File: src/rtl/gen_mask_sweep.sv
// Registered window mask generator: out[i] = (lo <= i < hi), with hi clamped to LIMIT.
// Sweep mode advances lo by one bit per clock until the window is empty.
module gen_mask_sweep #(
  parameter int WIDTH    = 32,
  parameter int LIMIT    = 31,
  parameter int RESET_LO = 8,
  parameter int RESET_HI = LIMIT,
  localparam int TW      = $clog2(WIDTH + 1)
) (
  input  logic             clk,
  input  logic             rst,
  input  logic             load_valid,
  output logic             load_ready,
  input  logic [TW-1:0]    load_lo,
  input  logic [TW-1:0]    load_hi,
  input  logic             load_sweep,
  output logic [WIDTH-1:0] out,
  output logic [TW-1:0]    ones,
  output logic             busy,
  output logic             done
);

  typedef enum logic [0:0] {IDLE = 1'b0, SWEEP = 1'b1} state_t;

  localparam int RST_HI_INT = (RESET_HI < LIMIT) ? RESET_HI : LIMIT;
  localparam logic [TW-1:0] LIMIT_TW  = TW'(LIMIT);
  localparam logic [TW-1:0] RST_LO_TW = TW'(RESET_LO);
  localparam logic [TW-1:0] RST_HI_TW = TW'(RST_HI_INT);
  localparam logic [TW-1:0] RST_CNT   = (RESET_LO < RST_HI_INT) ? TW'(RST_HI_INT - RESET_LO) : '0;
  localparam logic [TW-1:0] ONE_TW    = {{(TW-1){1'b0}}, 1'b1};

  function automatic logic [WIDTH-1:0] mask_f(input int l, input int h);
    logic [WIDTH-1:0] m;
    m = '0;
    for (int i = 0; i < WIDTH; i++) begin
      m[i] = (i >= l) && (i < h) && (i < LIMIT);
    end
    return m;
  endfunction

  localparam logic [WIDTH-1:0] RST_MASK = mask_f(RESET_LO, RST_HI_INT);

  state_t           state_r, state_nx_s;
  logic [TW-1:0]    cur_lo_r, cur_hi_r, lo_nx_s, hi_nx_s, cnt_s;
  logic             upd_s, done_nx_s;
  logic [WIDTH-1:0] mask_s;

  // Per-bit window decode of the next bounds; bits at or above LIMIT never set.
  for (genvar i = 0; i < WIDTH; i++) begin : g_bit
    if (i < LIMIT) begin : g_live
      assign mask_s[i] = (lo_nx_s <= TW'(i)) && (TW'(i) < hi_nx_s);
    end else begin : g_dead
      assign mask_s[i] = 1'b0;
    end
  end

  assign cnt_s      = (lo_nx_s < hi_nx_s) ? (hi_nx_s - lo_nx_s) : '0;
  assign load_ready = (state_r == IDLE);

  // Next-state, next-bounds and update-enable decode.
  always_comb begin
    state_nx_s = state_r;
    lo_nx_s    = cur_lo_r;
    hi_nx_s    = cur_hi_r;
    upd_s      = 1'b0;
    done_nx_s  = 1'b0;
    case (state_r)
      IDLE: begin
        if (load_valid) begin
          lo_nx_s = load_lo;
          hi_nx_s = (load_hi > LIMIT_TW) ? LIMIT_TW : load_hi;
          upd_s   = 1'b1;
          if (load_sweep && (load_lo < hi_nx_s)) begin
            state_nx_s = SWEEP;
          end else begin
            done_nx_s = 1'b1;
          end
        end else begin
          upd_s = 1'b0;
        end
      end
      SWEEP: begin
        lo_nx_s = cur_lo_r + ONE_TW;
        upd_s   = 1'b1;
        if (lo_nx_s == cur_hi_r) begin
          state_nx_s = IDLE;
          done_nx_s  = 1'b1;
        end else begin
          state_nx_s = SWEEP;
        end
      end
      default: begin
        state_nx_s = IDLE;
      end
    endcase
  end

  // State, bounds and registered outputs.
  always_ff @(posedge clk or posedge rst) begin
    if (rst) begin
      state_r  <= IDLE;
      cur_lo_r <= RST_LO_TW;
      cur_hi_r <= RST_HI_TW;
      out      <= RST_MASK;
      ones     <= RST_CNT;
      done     <= 1'b0;
      busy     <= 1'b0;
    end else begin
      state_r  <= state_nx_s;
      cur_lo_r <= lo_nx_s;
      cur_hi_r <= hi_nx_s;
      done     <= done_nx_s;
      busy     <= (state_nx_s == SWEEP);
      if (upd_s) begin
        out  <= mask_s;
        ones <= cnt_s;
      end
    end
  end

endmodule

File: config.mk
export PLATFORM = sky130hd
export DESIGN_NAME = gen_mask_sweep
export DESIGN_NICKNAME = d
export VERILOG_FILES = /design/src/rtl/gen_mask_sweep.sv
export SDC_FILE = /design/constraint.sdc
export NUM_CORES = 1
export LEC_CHECK = 0
export ABC_AREA = 1
export CORE_ASPECT_RATIO = 1.2
export CORE_UTILIZATION = 54
export DETAILED_ROUTE_END_ITERATION = 7
export PLACE_DENSITY = 0.81
export SLEW_MARGIN = 40
export SYNTH_ARGS = -nofsm -noshare
export SYNTH_HDL_FRONTEND = slang
export SYNTH_SLANG_ARGS = --single-unit
File: constraint.sdc
create_clock -name clk -period 3 [get_ports clk]
set_input_delay 0.3 -clock clk [delete_from_list [all_inputs] [get_ports clk]]
set_output_delay 0.3 -clock clk [all_outputs]
set_load 0.05 [all_outputs]
==> results by group, run 1 <==
Worst setup path
  – Critical Path, Cell by Cell: inv_4 -> nand2_4 -> inv_2 -> o21ai_1 -> xnor2_1 -> ha_1 -> or2_2 -> nand2_1 -> nand2_1 -> inv_1 -> o21ai_0 -> nand3_1 -> inv_1 -> nand3_1 -> nand2_1
  – Crit Path Max Fanout: 10
  – Reg2reg start: state_r
  – CP max-delay cell: dfrtp_1
  – Worst EP arrival: 2.84 ns
  – Bufs and invs on worst path: 4
  – Reg2Reg Capture Point: ones[5]
  – CP Launch Type: flip-flop
  – Crit path launch: state_r
  – Slowest stage delay, CP: 0.61 ns
  – CP most frequent cell: nand2_1
  – R2R Setup Slk: 0.37 ns
  – Worst Reg-to-Reg Cells: 15
  – Setup CP Type: reg -> reg
  – Worst EP required: 3.21 ns
  – Top Family by Delay on Critical Path: simple AND/OR/NAND/NOR gates
  – Crit path capture type: flip-flop
  – Crit path depth: 15
  – Worst Setup EP: ones[5]

Yosys
  – Seq/Total Area, Yosys: 0.397
  – Gate Count Post-Synth: 462
  – Flop and latch count out of synthesis: 51
  – Number of flops mapped to enable cells by yosys: 0
  – Synth Flop Type: dfstp_2
  – Yosys warns: 0
  – Cell area after synthesis: 3320 sq um
  – Mean post-synth cell area: 7.18 sq um
  – Ys async rst share: 1.00
  – Distinct cells, synth: 35
  – Syn_nets: between 400 and 500

Global route
  – Initial antenna violation count: 0
  – Global-route usage over all layers: 0.308
  – Largest net degree at the start of global routing: 50
  – Vias in the first global route: 3170
  – First-pass GRT wire length: 15.0 mm
  – Grt ovf: 0

CTS
  – Resized cells post-CTS: 0
  – CTS tree: built
  – Reg clk slew, reported paths: 0.10 ns
  – H-tree Lvls: 2
  – CTS max path bufs: 2
  – Post-CTS Hold Buffers: 0
  – Total clock sinks: 51
  – CTS Buf Count: 5
  – CTS root buffer: clkbuf_8
  – Post-CTS setup buffer count: 0
  – Worst-Skew Late Latency: around 0.31 ns

Pwr
  – Leak: 0.00201 uW
  – Worst vdd ir: approximately 0.25 mV
  – P per Cell Area: 286 nW/um^2

STA
  – Period utilization: 0.877
  – Worst-margin pin slew: 0.588 ns
  – Clock Skew: 0.0112 ns
  – RSZ-0062 raised after global routing: no
  – TNS Setup: 0 ns
  – Final setup vio count: 0
  – Pins over their slew limit: 0
  – Fmax: between 300 and 400 MHz
  – Slew margin rel.: 0.608
  – Fin Hold WS: 0.408 ns
  – Crit path time final: 2.63 ns
  – Hold Fails Final Rpt: 0

Floorplanning
  – Number of I/O pins: 57
  – Chip Width: 73.6 microns
  – Die area: 6470 sq um
  – Initial core utilization: 0.574
  – CORE AREA: 5780 sq um
  – Row count: 30
  – Die Height: 87.9 microns

Drt
  – Wire length per cell: 15.1 microns
  – DR vias: 3223
  – First-pass detailed-route iteration total: 5
  – Final ANT Viol Nets: 0
  – Vias per cell: between 5 and 6
  – DRC: 0
  – Initial drt markers: 202
  – Wirelength, routed: 9.19 mm

Place
  – HPWL Detailed: 7.21 mm
  – Port bufs: 55
  – GPL Wtd Cong: 0.954

Finish
  – Antenna diodes: 0
  – Share of post-route cells with drive strength above 1: 0.173
  – Seq. cell area: between 1000 and 1500 sq um
  – Fillcell total: approximately 530
  – Final #Nets: 555
  – Area of the multi-input gates: about 1700 sq um
  – Area grow syn2layout: 23.3%

Flow run
  – Max-cap viol count: 0

Worst hold path
  – Min-Delay Path Class: in -> async

Run status
  – Run status: complete, no violations
[routing by layer]
metal  global-route usage  wire length (microns)  vias to the layer above  share of wire
li1                     -                      -                     1590              -
met1                0.398                   4040                     1518           0.44
met2                0.537                   4510                       99           0.49
met3               0.0403                    489                       16          0.053
met4               0.0839                    150                        0          0.016
met5                    0                      0                        -              0
[registers in the layout, summed over array words and instances (netlist names)]
| register | flops |
|---|---|
| cur_hi_r | 6 |
| cur_lo_r | 6 |
| done | 1 |
| ones | 6 |
| out | 31 |
| state_r | 1 |
[layout make-up]
| type | instances | share of cell area |
|---|---|---|
| multi-input cells | 347 | 0.423 |
| well taps | 80 | 0.0245 |
| inverters | 55 | 0.0523 |
| clock buffers | 7 | 0.0211 |
| flip-flops and latches | 51 | 0.322 |
| repair buffers | 66 | 0.155 |
| clock inverters | 1 | 0.00214 |
[cell usage in the layout, fill, tap and decap left out, drive strengths merged]
cell	synthesis	final
clkdlybuf4s50	0	55
ha	13	13
inv	54	54
nand4	10	10
clkbuf	4	7
nand3b	4	4
o21ai	40	40
o21bai	1	1
nor2	49	49
dfrtp	18	18
o211ai	1	1
buf	5	11
nand2	172	172
a21oi	11	11
conb	2	2
nand3	34	34
a21o	1	1
clkinv	1	2
o21a	3	3
a31o	1	1
dfstp	33	33
xnor2	2	2
or2	3	3
[cell families (layout without fill, tap and decap cells)]
family	Yosys count	after routing	synth area share
other	2	2	0.00226
adders and majority gates	13	13	0.0490
DFF	51	51	0.397
xor gates and xnor gates	2	2	0.00528
AOI/OAI and AO/OA	58	58	0.107
buffers and inverters	64	129	0.0810
and+or+nand+nor	272	272	0.359
[worst min-delay path by stage]
stage               to  slack [ns]  cells past startpoint
5_1_grt         out[4]        0.46                      2
4_1_cts         out[4]        0.43                      2
3_3_place_gp    out[8]        0.46                      2
3_5_place_dp   out[25]        0.46                      2
6_report        out[4]        0.41                      2
2_1_floorplan     done        0.45                      2
[through the flow]
stage | utilization | total power, uW | worst slack [ns] | instance area (sq um) | instances
global placement | 0.691 | 763 | 0.259 | 4000 | 599
detailed placement | 0.692 | 765 | 0.126 | 4000 | 599
CTS | 0.708 | 1180 | 0.396 | 4090 | 607
global route | 0.708 | 1210 | 0.178 | 4090 | 607
finish | 0.708 | 1170 | 0.369 | 4090 | 607
floorplan | - | 731 | 0.281 | 3320 | 462
[where the power goes]
part / total [uW] / leakage (uW) / switching [uW] / internal, uW
combinational: 63.7 / 0.00140 / 36.5 / 27.3
clock: 418 / 0.0000484 / 229 / 189
sequential: 689 / 0.000566 / 0 / 689
[synthesized netlist by cell type, types with 2 or more instances]
cell      number  share of area
inv_2          7         0.0079
o21a_1         3         0.0068
o21ai_0       20          0.030
conb_1         2         0.0023
nand2_2        5         0.0094
dfrtp_1       18           0.14
buf_6          2         0.0068
or2_2          3         0.0057
dfstp_2       33           0.26
nand4_1       10          0.019
nand2_1      163           0.18
o21ai_2        5          0.013
nor2_2         7          0.013
o21ai_1       13          0.020
clkbuf_1       4         0.0045
nor2_1        41          0.046
xnor2_1        2         0.0053
inv_4          2         0.0038
a21oi_1       10          0.015
buf_4          2         0.0045
inv_1         45          0.051
nand3_1       34          0.051
nand3b_1       3         0.0068
o21ai_4        2         0.0098
nand2_4        4          0.014
ha_1          13          0.049
No activity file was read; power rests on OpenSTA's default activity.
==> run 2, diff against run 1 <==
--- a/config.mk
+++ b/config.mk
@@ -7,9 +7,11 @@
 export LEC_CHECK = 0
 export ABC_AREA = 1
 export CORE_ASPECT_RATIO = 1.2
+export CORE_MARGIN = 2
 export CORE_UTILIZATION = 54
+export CTS_CLUSTER_SIZE = 25
 export DETAILED_ROUTE_END_ITERATION = 7
-export PLACE_DENSITY = 0.81
+export PLACE_DENSITY = 0.92
 export SLEW_MARGIN = 40
 export SYNTH_ARGS = -nofsm -noshare
 export SYNTH_HDL_FRONTEND = slang
==> run 2 against run 1 <==
  * Clock power is 22% higher
  * Register-to-register slack worse by 0.07 ns
  * Die area is 5.1% higher
  * Via count is 2.9% higher
  * Power is 7.8% higher
  * Hold slack worse by 0.0046 ns
  * Critical path depth is 1 higher
  * Sequential share of layout area is 0.17 points lower
  * Cell area is 0.52% higher
  * Flip-flop and latch count stayed put
  * Combinational power hardly changed
  * Routed wire length is 2.8% lower
  * Critical endpoint unchanged
==> results by group, run 2 (synthesis gave the netlist of run 1 again) <==
STA
  – Fmax: 370 MHz
  – Slew margin rel.: 0.622
  – Pins over their slew limit: 0
  – Period utilization: 0.901
  – Clock Skew: 0.00858 ns
  – Worst-margin pin slew: 0.565 ns
  – Crit path time final: 2.70 ns
  – Final setup vio count: 0
  – TNS Setup: 0 ns
  – RSZ-0062 raised after global routing: no
  – Hold Fails Final Rpt: 0

Pwr
  – Tot Pwr: 1260 uW
  – P per Cell Area: 307 nW/um^2
  – Leak: 0.00202 uW
  – Worst vdd ir: 0.248 mV

Floorplanning
  – Chip Width: 75.6 microns
  – Die area: 6790 sq um
  – Number of I/O pins: 57
  – Initial core utilization: 0.556
  – Die Height: about 90 microns
  – Row count: 31
  – CORE AREA: between 5000 and 6000 sq um

Worst setup path
  – Setup CP Type: reg -> reg
  – Crit Path Max Fanout: 10
  – Reg2reg start: state_r
  – Crit path capture type: flip-flop
  – Reg2Reg Capture Point: ones[5]
  – CP Launch Type: flip-flop
  – Worst EP arrival: 2.90 ns
  – Worst Reg-to-Reg Cells: 16
  – R2R Setup Slk: 0.30 ns
  – Worst EP required: around 3.2 ns

CTS
  – CTS Buf Count: 5
  – CTS max path bufs: 2
  – Resized cells post-CTS: 0
  – Post-CTS Hold Buffers: 0
  – Post-CTS setup buffer count: 0
  – Reg clk slew, reported paths: 0.10 ns
  – Worst-Skew Late Latency: 0.31 ns
  – H-tree Lvls: 2
  – Total clock sinks: 51
  – CTS tree: built
  – CTS root buffer: clkbuf_8

Place
  – Port bufs: 55
  – HPWL Detailed: approximately 7 mm
  – Placed insts: 600
  – GPL Wtd Cong: between 0.9 and 1

Finish
  – Antenna diodes: 0
  – Post-Layout Cell Count: slightly above 600
  – Fin util: 0.689
  – Number of flip-flops in the largest register: 31
  – Largest register by flop count: out
  – Area of the multi-input gates: around 1700 sq um
  – Area grow syn2layout: 23.9%
  – Share of post-route cells with drive strength above 1: 0.173
  – Commonest cells after routing, fill and taps aside: nand2_1, clkdlybuf4s50_1, inv_1
  – Most common cell after layout, fill and taps aside: nand2_1
  – Final #Nets: 554
  – Seq. cell area: 1320 sq um
  – Fillcell total: approximately 520

Global route
  – Global-route usage over all layers: 0.291
  – Grt ovf: 0
  – Largest net degree at the start of global routing: 48
  – Vias in the first global route: about 3.3k
  – Initial antenna violation count: 0
  – First-pass GRT wire length: ~15 mm

Run status
  – Run status: complete, no violations

Drt
  – Wire length per cell: 14.7 microns
  – DRC: 0
  – Vias per cell: 5.46
  – Initial drt markers: 391
  – Final ANT Viol Nets: 0
  – First-pass detailed-route iteration total: 5
  – DR vias: 3317
  – Wirelength, routed: 8.93 mm

Worst hold path
  – Min-Delay Path Class: in -> async

Flow run
  – Max-cap viol count: 0
[run 2: changes by cell type in the layout (fill, tap and decap cells not counted), sizes merged]
cell and delta:
clkinv -1, bufinv +1, inv +1, buf -1, clkbuf -1
[run 2: worst max path at each step]
stage	start	end	slack, ns	cells past startpoint
after global placement	load_valid	ones[5]	0.28	17
after CTS	state_r	ones[5]	0.31	16
final	state_r	ones[5]	0.30	16
after floorplan	state_r	ones[5]	0.28	18
after global routing	state_r	ones[5]	0.06	16
after detailed placement	load_valid	ones[5]	0.1	17
[run 2: critical path: stages (launching register included)]
cell and delay (ns):
dfrtp_1 0.61, inv_4 0.12, nand2_4 0.10, inv_2 0.07
o21ai_1 0.25, ha_1 0.22, inv_1 0.06, ha_1 0.20
or2_2 0.34, nand2_1 0.07, nand2_1 0.05, inv_1 0.08
o21ai_0 0.08, nand3_1 0.12, inv_1 0.08, nand3_1 0.08
nand2_1 0.05
[run 2: cell type report]
type / count / share of cell area
clock inverters: 2 / 0.00943
inverters: 55 / 0.0520
clock buffers: 6 / 0.0201
repair buffers: 65 / 0.152
flip-flops and latches: 51 / 0.320
multi-input cells: 347 / 0.421
well taps: 82 / 0.0249
[run 2: per-layer routing]
metal / vias to the layer above / global-route usage / share of wire
met3: 14 / 0.0415 / 0.066
met1: 1564 / 0.400 / 0.42
met2: 141 / 0.469 / 0.50
met4: 0 / 0.0892 / 0.017
met5: - / 0 / 0
li1: 1598 / - / -
[run 2: power by group]
group	internal, uW	leakage (uW)	switching, uW
sequential	689	0.000566	0
combinational	27.3	0.00139	36.6
clock	275	0.0000618	235
[run 2: through the flow]
step / area, sq um / setup WS (ns) / hold WS, ns
6_report: 4110 / 0.296 / 0.403
2_1_floorplan: 3320 / 0.281 / 0.450
3_5_place_dp: 3990 / 0.0995 / 0.461
4_1_cts: 4110 / 0.314 / 0.422
5_1_grt: 4110 / 0.0625 / 0.475
3_3_place_gp: 3990 / 0.280 / 0.455
